**src/rtl/spi_reg_bridge.sv**
```systemverilog
// SPI-to-register bridge: a 16 x 8-bit register file that an SPI frame can write or read,
// plus a fabric-side host port. Define SPI_REG_BRIDGE_ID_EN to make 0xF a constant ID (0xA5).
module spi_reg_bridge (
  input  logic       sys_clk,
  input  logic       rst,
  input  logic       spi_csn,
  input  logic [7:0] rx_byte,
  input  logic       rx_valid,
  output logic [7:0] tx_byte,
  output logic       tx_load,
  input  logic [3:0] host_addr,
  input  logic [7:0] host_wdata,
  input  logic       host_we,
  output logic [7:0] host_rdata,
  output logic       wr_pulse,
  output logic [3:0] wr_addr,
  output logic       busy
);

`ifdef SPI_REG_BRIDGE_ID_EN
  localparam bit IdEn = 1'b1;
`else
  localparam bit IdEn = 1'b0;
`endif
  localparam logic [3:0] IdAddr  = 4'hF;
  localparam logic [7:0] IdValue = 8'hA5;

  typedef enum logic [1:0] {StIdle, StCmd, StWrite, StRead} state_e;

  state_e     state_q, state_d;
  logic       csn_q;
  logic [6:0] addr_q, addr_d;
  logic [7:0] regs_q [16];
  logic [7:0] regs_d [16];
  logic [7:0] tx_byte_q, tx_byte_d;
  logic       tx_load_q, tx_load_d;
  logic       wr_pulse_q, wr_pulse_d;
  logic [3:0] wr_addr_q, wr_addr_d;
  logic [7:0] host_rdata_q, host_rdata_d;

  logic [6:0] spi_rd_addr;
  logic [7:0] spi_rdata;
  logic       spi_wr_ok;

  // The command byte supplies the read address directly; later bytes pre-increment.
  assign spi_rd_addr = (state_q == StCmd) ? rx_byte[6:0] : addr_q + 7'd1;
  assign spi_wr_ok   = (addr_q[6:4] == 3'd0) && !(IdEn && (addr_q[3:0] == IdAddr));

  always_comb begin
    spi_rdata = 8'h00;
    if (spi_rd_addr[6:4] == 3'd0) begin
      if (IdEn && (spi_rd_addr[3:0] == IdAddr)) spi_rdata = IdValue;
      else                                      spi_rdata = regs_q[spi_rd_addr[3:0]];
    end
  end

  always_comb begin
    if (IdEn && (host_addr == IdAddr)) host_rdata_d = IdValue;
    else                               host_rdata_d = regs_q[host_addr];
  end

  always_comb begin
    state_d    = state_q;
    addr_d     = addr_q;
    tx_byte_d  = tx_byte_q;
    tx_load_d  = 1'b0;
    wr_pulse_d = 1'b0;
    wr_addr_d  = wr_addr_q;
    regs_d     = regs_q;

    // Host write first so a same-address SPI write below overrides it.
    if (host_we && !(IdEn && (host_addr == IdAddr))) regs_d[host_addr] = host_wdata;

    case (state_q)
      StIdle: begin
        if (csn_q && !spi_csn) state_d = StCmd;
      end
      StCmd: begin
        if (spi_csn) begin
          state_d = StIdle;
        end else if (rx_valid) begin
          addr_d = rx_byte[6:0];
          if (rx_byte[7]) begin
            state_d   = StRead;
            tx_byte_d = spi_rdata;
            tx_load_d = 1'b1;
          end else begin
            state_d = StWrite;
          end
        end
      end
      StWrite: begin
        if (spi_csn) begin
          state_d = StIdle;
        end else if (rx_valid) begin
          if (spi_wr_ok) begin
            regs_d[addr_q[3:0]] = rx_byte;
            wr_pulse_d          = 1'b1;
            wr_addr_d           = addr_q[3:0];
          end
          addr_d = addr_q + 7'd1;
        end
      end
      StRead: begin
        if (spi_csn) begin
          state_d = StIdle;
        end else if (rx_valid) begin
          addr_d    = spi_rd_addr;
          tx_byte_d = spi_rdata;
          tx_load_d = 1'b1;
        end
      end
      default: state_d = StIdle;
    endcase
  end

  always_ff @(posedge sys_clk) begin
    if (rst) begin
      state_q      <= StIdle;
      csn_q        <= 1'b0;
      addr_q       <= 7'd0;
      tx_byte_q    <= 8'h00;
      tx_load_q    <= 1'b0;
      wr_pulse_q   <= 1'b0;
      wr_addr_q    <= 4'h0;
      host_rdata_q <= 8'h00;
      for (int i = 0; i < 16; i++) regs_q[i] <= 8'h00;
    end else begin
      state_q      <= state_d;
      csn_q        <= spi_csn;
      addr_q       <= addr_d;
      tx_byte_q    <= tx_byte_d;
      tx_load_q    <= tx_load_d;
      wr_pulse_q   <= wr_pulse_d;
      wr_addr_q    <= wr_addr_d;
      host_rdata_q <= host_rdata_d;
      regs_q       <= regs_d;
    end
  end

  assign tx_byte    = tx_byte_q;
  assign tx_load    = tx_load_q;
  assign wr_pulse   = wr_pulse_q;
  assign wr_addr    = wr_addr_q;
  assign host_rdata = host_rdata_q;
  assign busy       = (state_q != StIdle);

endmodule

```
**config.mk**
```make
export PLATFORM = sky130hd
export DESIGN_NAME = spi_reg_bridge
export DESIGN_NICKNAME = d
export VERILOG_FILES = /design/src/rtl/spi_reg_bridge.sv
export SDC_FILE = /design/constraint.sdc
export NUM_CORES = 1
export LEC_CHECK = 0
export ABC_AREA = 1
export BUFFER_PORTS_ARGS = -buffer_cell sky130_fd_sc_hd__buf_4
export CAP_MARGIN = 5
export CORE_MARGIN = 2
export CORE_UTILIZATION = 45
export DETAILED_ROUTE_END_ITERATION = 12
export GPL_TIMING_DRIVEN = 0
export PLACE_DENSITY_LB_ADDON = 0.12
export SLEW_MARGIN = 20
export SYNTH_ARGS = -nofsm -noshare
export SYNTH_HDL_FRONTEND = slang
export SYNTH_SLANG_ARGS = --single-unit
```
**constraint.sdc**
```tcl
create_clock -name sys_clk -period 1.7 [get_ports sys_clk]
set_input_delay 0.17 -clock sys_clk [delete_from_list [all_inputs] [get_ports sys_clk]]
set_output_delay 0.17 -clock sys_clk [all_outputs]
set_load 0.005 [all_outputs]
```
==> results.toml, run 1 <==
[final_layout]
syn_to_final_growth_pct = 32.8
mostFrequentLayoutCell = "nand2_1"
num_antenna_cells = 0
fillers = 1978
finalNonFillerCells = 1823
drive_gt1_share_pct = 25.5
final_cell_mix = "nand2_1 (281), o21ai_0 (166), dfxtp_1 (156)"
finalCoreUtilization_pct = 60.4
nNetsFinal = 1564

[sta]
fin_ws_ns = -0.165
grt_setup_unrepaired = "true"
fin_skew_ns = 0.0121
relSlewSlack_pct = 19.6
setup_viol = 9
finalHoldViolCount = 0
hold_slack_ns = 0.0325
finalCritPeriodShare_pct = 110
max_freq_mhz = 536
worst_pin_slew_ns = 1.21
period_needed_ns = 1.87
slew_violations = 0

[floorplan]
start_util_pct = 45.5
core_area_sq_um = 20900
die_x_microns = 149
fp-row-count = 53
fp.dieArea_sq_um = 22300
fp.dieH_microns = 149
ioPinCount = 48

[route]
first_pass_iters = 6
drt_iter0_drc = 1854
drt_wl_total_mm = 48.8
post-route-drc-count = 0
routed_via_density = 6.52
vias = 11900
drt-wirelength-per-cell_microns = 26.8
ant_nets = 0

[pwr]
netSwitchingFraction_pct = 34.9
p_leak_nw = 4.51
p_seq_share_pct = 33.7
pwr-share-comb_pct = 30.6
p_clk_share_pct = 35.7
ir_drop_v = 0.000606
p_switching_mw = 4.04
p_int_mw = 7.53
cellPowerDensity_nw_per_um2 = 916
total_power_mw = 11.6

[yosys]
synth_nets = 1427
yosysWarnings = 0
syn_area_per_cell_sq_um = 6.80
synth-seq-cells = 160
synth_edf_count = 0
synthCells = 1398
synth_cell_types = 38
async_flop_share_pct = 0
synth_top_flop_cell = "dfxtp_1"
ys_seq_area_share_pct = 33.7
syn-cell-area_sq_um = 9510

[setup_path]
cp_data_arrival_time_ns = 2.15
path_class = "reg2reg"
path_max_fanout = 5
start_kind = "flop"
crit_required_ns = 1.98
worstSetupEndpointType = "flop"

[cts]
cts_tree = "yes"
cts_sinks = 160
ctsRootBufferMaster = "clkbuf_16"
cts_hold_buf = 0
clock_latency_ns = 0.45
cts-buffers-inserted = 17
cts.path.max_buffers = 2
cts.reportedPaths.clkPinSlew_ns = 0.07
htreeDepth = 4

[global_route]
grt_pass1_vias = 10600
grt_pass1_wl_mm = 68.4
grt_max_degree = 17
antenna_found_initial = 1
grtUsageTotal_pct = 42.6
overflow = 0

[placed_design]
place_inst = 1719
portBuffers = 46
dp_hpwl_mm = 33.2
pre_cts_ws_ns = -0.783
gp_congestion = 1.04

[worst_hold_path]
hold_class = "in2reg"

[run_status]
violations = "setup timing"
outcome = "finished, violations left"

[run]
cap_violations = 0
-- sequential cells by signal (all words and copies together), names as in the netlist --
signal,count
regs_q,128
host_rdata,8
tx_byte,8
addr_q,7
wr_addr,4
state_q,2
csn_q,1
tx_load,1
wr_pulse,1
-- power groups by stage --
stage | Combinational (mW) | Sequential [mW] | Clock, mW
floorplan | 1.30 | 3.95 | 0
global placement | 2.18 | 3.97 | 0
detailed placement | 2.18 | 3.97 | 0
CTS | 2.83 | 3.89 | 4.11
global route | 3.62 | 3.90 | 4.23
finish | 3.54 | 3.90 | 4.13
-- per-stage QoR --
stage	TNS [ns]	instance area, sq um
after detailed placement	-47.74	10200
after global routing	-2.01	12600
after global placement	-45.85	10200
after floorplan	0	9510
after CTS	-0.902	11700
final	-1.15	12600
-- repair_timing --
| item | 4_1_cts | 5_1_grt |
|---|---|---|
| cloned | 6 | 5 |
| buffers inserted | 31 | 31 |
| gates resized for setup | 113 | 151 |
| pin swaps | 30 | 41 |
| setup endpoints to repair | 114 | 115 |
-- worst max-delay path, stage by stage (launching register included) --
cell      delay (ns)
dfxtp_4         0.39
clkinv_4        0.07
ha_4            0.27
o21ai_4         0.20
buf_12          0.16
buf_12          0.13
nand3_2         0.15
nand3_1         0.13
nand3_2         0.07
nand3_2         0.07
a21oi_1         0.06
-- worst paths after layout --
check,from,endpoint,slack (ns),depth (start not counted)
worst min-delay path,spi_csn,csn_q,0.03,3
worst min register to register,tx_byte[1],tx_byte[1],0.47,2
worst max-delay path,addr_q[0],tx_byte[7],-0.17,10
worst max register to register,addr_q[0],tx_byte[7],-0.17,10
-- cell families (layout without fill, tap and decap cells) --
group / count (synthesis) / in the layout / share of synthesized area (%)
xor+xnor: 1 / 1 / 0.0922
compound gates: 450 / 451 / 28.3
buf+inv: 189 / 338 / 9.12
flops: 160 / 160 / 33.7
fa+ha+maj: 4 / 4 / 0.527
simple gates: 594 / 594 / 28.3
-- synthesized netlist by cell type (9+ instances only) --
cell type  number  share of area, %
buf_4          20               1.6
a21oi_1       104               5.5
nor2_1         72               2.8
clkinv_1        9              0.36
dfxtp_1       160                34
o21ai_1        15              0.79
nor2_4         18               2.1
nand2_1       288                11
buf_1           9              0.36
nor2_2          9              0.59
clkbuf_1       36               1.4
inv_1          72               2.8
a22oi_1        32               2.5
buf_2          28               1.5
nand3_1       184               9.7
a31oi_1        14              0.92
o211ai_1       24               1.9
o21ai_0       173               9.1
a211oi_1       64               5.1
-- per-layer routing --
metal	part of all wire, %	track usage, %	vias up
met1	37	54.7	5558
met4	9.2	30.1	0
li1	-	-	5168
met5	0	0	-
met3	11	8.59	265
met2	42	64.0	893
-- cell type report --
class	count	area (sq um)	area share, %
Buffer	98	694	5.50
Clock buffer	21	450	3.57
Clock inverter	11	154	1.22
Inverter	90	380	3.01
Multi-Input combinational cell	1050	6260	49.6
Sequential cell	160	3220	25.5
Tap cell	275	344	2.73
Timing Repair Buffer	118	1120	8.87
No activity file was read; power rests on OpenSTA's default activity.
==> run 2: changes to the inputs <==
--- a/config.mk
+++ b/config.mk
@@ -12,8 +12,8 @@
 export CORE_UTILIZATION = 45
 export DETAILED_ROUTE_END_ITERATION = 12
 export GPL_TIMING_DRIVEN = 0
-export PLACE_DENSITY_LB_ADDON = 0.12
-export SLEW_MARGIN = 20
+export PLACE_DENSITY = 0.62
+export REMOVE_ABC_BUFFERS = 1
 export SYNTH_ARGS = -nofsm -noshare
 export SYNTH_HDL_FRONTEND = slang
 export SYNTH_SLANG_ARGS = --single-unit
==> results.toml, run 2 (same netlist as run 1, synthesis figures left out) <==
[final_layout]
syn_to_final_growth_pct = 30.1
drive_gt1_share_pct = 24.3
num_antenna_cells = 0
nNetsFinal = 1474
largest_register_ffs = 128
top_register = "regs_q"
final_cell_mix = "nand2_1 (273), o21ai_0 (165), dfxtp_1 (151)"
mostFrequentLayoutCell = "nand2_1"

[worst_hold_path]
hold_class = "in2reg"
min_to = "csn_q"
min_from = "spi_csn"
hold-path-cell-count = 3

[run_status]
violations = "setup timing"
outcome = "finished, violations left"

[global_route]
top_usage_layer = "met2"
use_met3_pct = 8.53
overflow = 0
antenna_found_initial = 0
grt_pass1_wl_mm = 61.6
grt_pass1_vias = 10300
grt_use_met1_pct = 46.9
grt_max_degree = 96
grtUsageTotal_pct = 36.8
grt_util_met2_pct = 55.9

[floorplan]
ioPinCount = 48
fp.dieArea_sq_um = 22300
die_x_microns = 149
fp-row-count = 53
start_util_pct = 45.5
core_area_sq_um = 20900
fp.dieH_microns = 149

[setup_path]
crit_path_frequent_cell = "nand3_2"
r2r_start = "addr_q[0]"
cp_slowest_cell = "dfxtp_4"
crit_path_max_incr_delay_ns = 0.37
worstSetupEndpointType = "flop"
path_class = "reg2reg"
crit_required_ns = 1.98
cp_num_cells = 10
crit_chain = "clkinvlp_4 > ha_4 > o21ai_4 > clkbuf_16 > buf_12 > nand3_2 > nand3_2 > nand3_4 > nand3_2 > a21oi_2"
cp_data_arrival_time_ns = 2.24
path_buf_inv = 3
regToRegEndpoint = "tx_byte[5]"
path_max_fanout = 5
reg2regPathDepth = 10
start_kind = "flop"
crit_family = "buffers and inverters"
rrSetupSlack_ns = -0.26

[cts]
cts.path.max_buffers = 2
cts_tree = "yes"
cts_sinks = 160
clock_latency_ns = 0.44
cts_hold_buf = 0
ctsRootBufferMaster = "clkbuf_16"
cts-buffers-inserted = 17
htreeDepth = 4
cts.reportedPaths.clkPinSlew_ns = 0.07

[placed_design]
pre_cts_ws_ns = -1.98
gp_congestion = 0.915
portBuffers = 47
dp_hpwl_mm = 22.4

[sta]
relSlewSlack_pct = 35.8
fin_skew_ns = 0.0103
finalHoldViolCount = 0
setup_viol = 14
worst_pin_slew_ns = 0.963
fin_ws_ns = -0.259
max_freq_mhz = 511
slew_violations = 0
grt_setup_unrepaired = "true"
period_needed_ns = 1.96
finalCritPeriodShare_pct = 115
hold_slack_ns = 0.0232

[route]
drt-wirelength-per-cell_microns = 24.0
post-route-drc-count = 0
vias = 11300
ant_nets = 0
drt_iter0_drc = 1734
drt_wl_total_mm = 41.5
first_pass_iters = 6
routed_via_density = 6.52

[pwr]
p_leak_nw = 4.28
cellPowerDensity_nw_per_um2 = 921
ir_drop_v = 0.000777

[run]
cap_violations = 0
[run 2: per-layer routing]
metal	vias to the layer above	part of all wire, %
li1	4993	-
met1	5192	37
met2	876	43
met3	239	12
met4	0	7.1
met5	-	0
[run 2: power by group]
part,switching (mW),internal [mW]
Sequential,0.0946,3.82
Combinational,2.17,1.21
Clock,1.70,2.40
Total,3.97,7.43
[run 2: how the worst max path moves through the flow]
stage	startpoint	end
2_1_floorplan	state_q[1]	tx_byte[6]
3_3_place_gp	host_addr[1]	host_rdata[1]
3_5_place_dp	state_q[1]	tx_byte[2]
4_1_cts	addr_q[0]	tx_byte[2]
5_1_grt	addr_q[0]	tx_byte[0]
6_report	addr_q[0]	tx_byte[5]
[run 2: stage by stage]
stage	utilization, %	TNS [ns]	std cells	instance area, sq um	power (mW)
floorplan	-	-8.96	1299	8980	5.04
global placement	46.3	-229.79	1621	9680	5.84
detailed placement	46.8	-141.75	1624	9780	5.90
CTS	57.3	-1.29	1722	12000	11.1
global route	59.2	-2.75	1733	12400	11.6
finish	59.2	-2.01	1733	12400	11.4
[run 2: repair_timing]
action / 4_1_cts / 5_1_grt
setup endpoints to repair: 154 / 134
buffers inserted: 55 / 14
pin swaps: 88 / 34
gates resized for setup: 164 / 65
cloned: 11 / 0
[run 2: area by class of cell]
| cell class | count | area, sq um |
|---|---|---|
| clock buffer | 20 | 457 |
| clock inverter | 12 | 159 |
| inverter | 90 | 389 |
| multi-input combinational | 1057 | 6440 |
| timing repair buffer | 119 | 1350 |
| tap | 275 | 344 |
| sequential | 160 | 3220 |
| fill | 1823 | 8520 |
[run 2: worst reg2reg max path: stages (launching register included)]
cell and delay [ns]:
dfxtp_4 0.37, clkinvlp_4 0.13, ha_4 0.30, o21ai_4 0.27, clkbuf_16 0.22, buf_12 0.11, nand3_2 0.06, nand3_2 0.09
nand3_4 0.10, nand3_2 0.10, a21oi_2 0.05
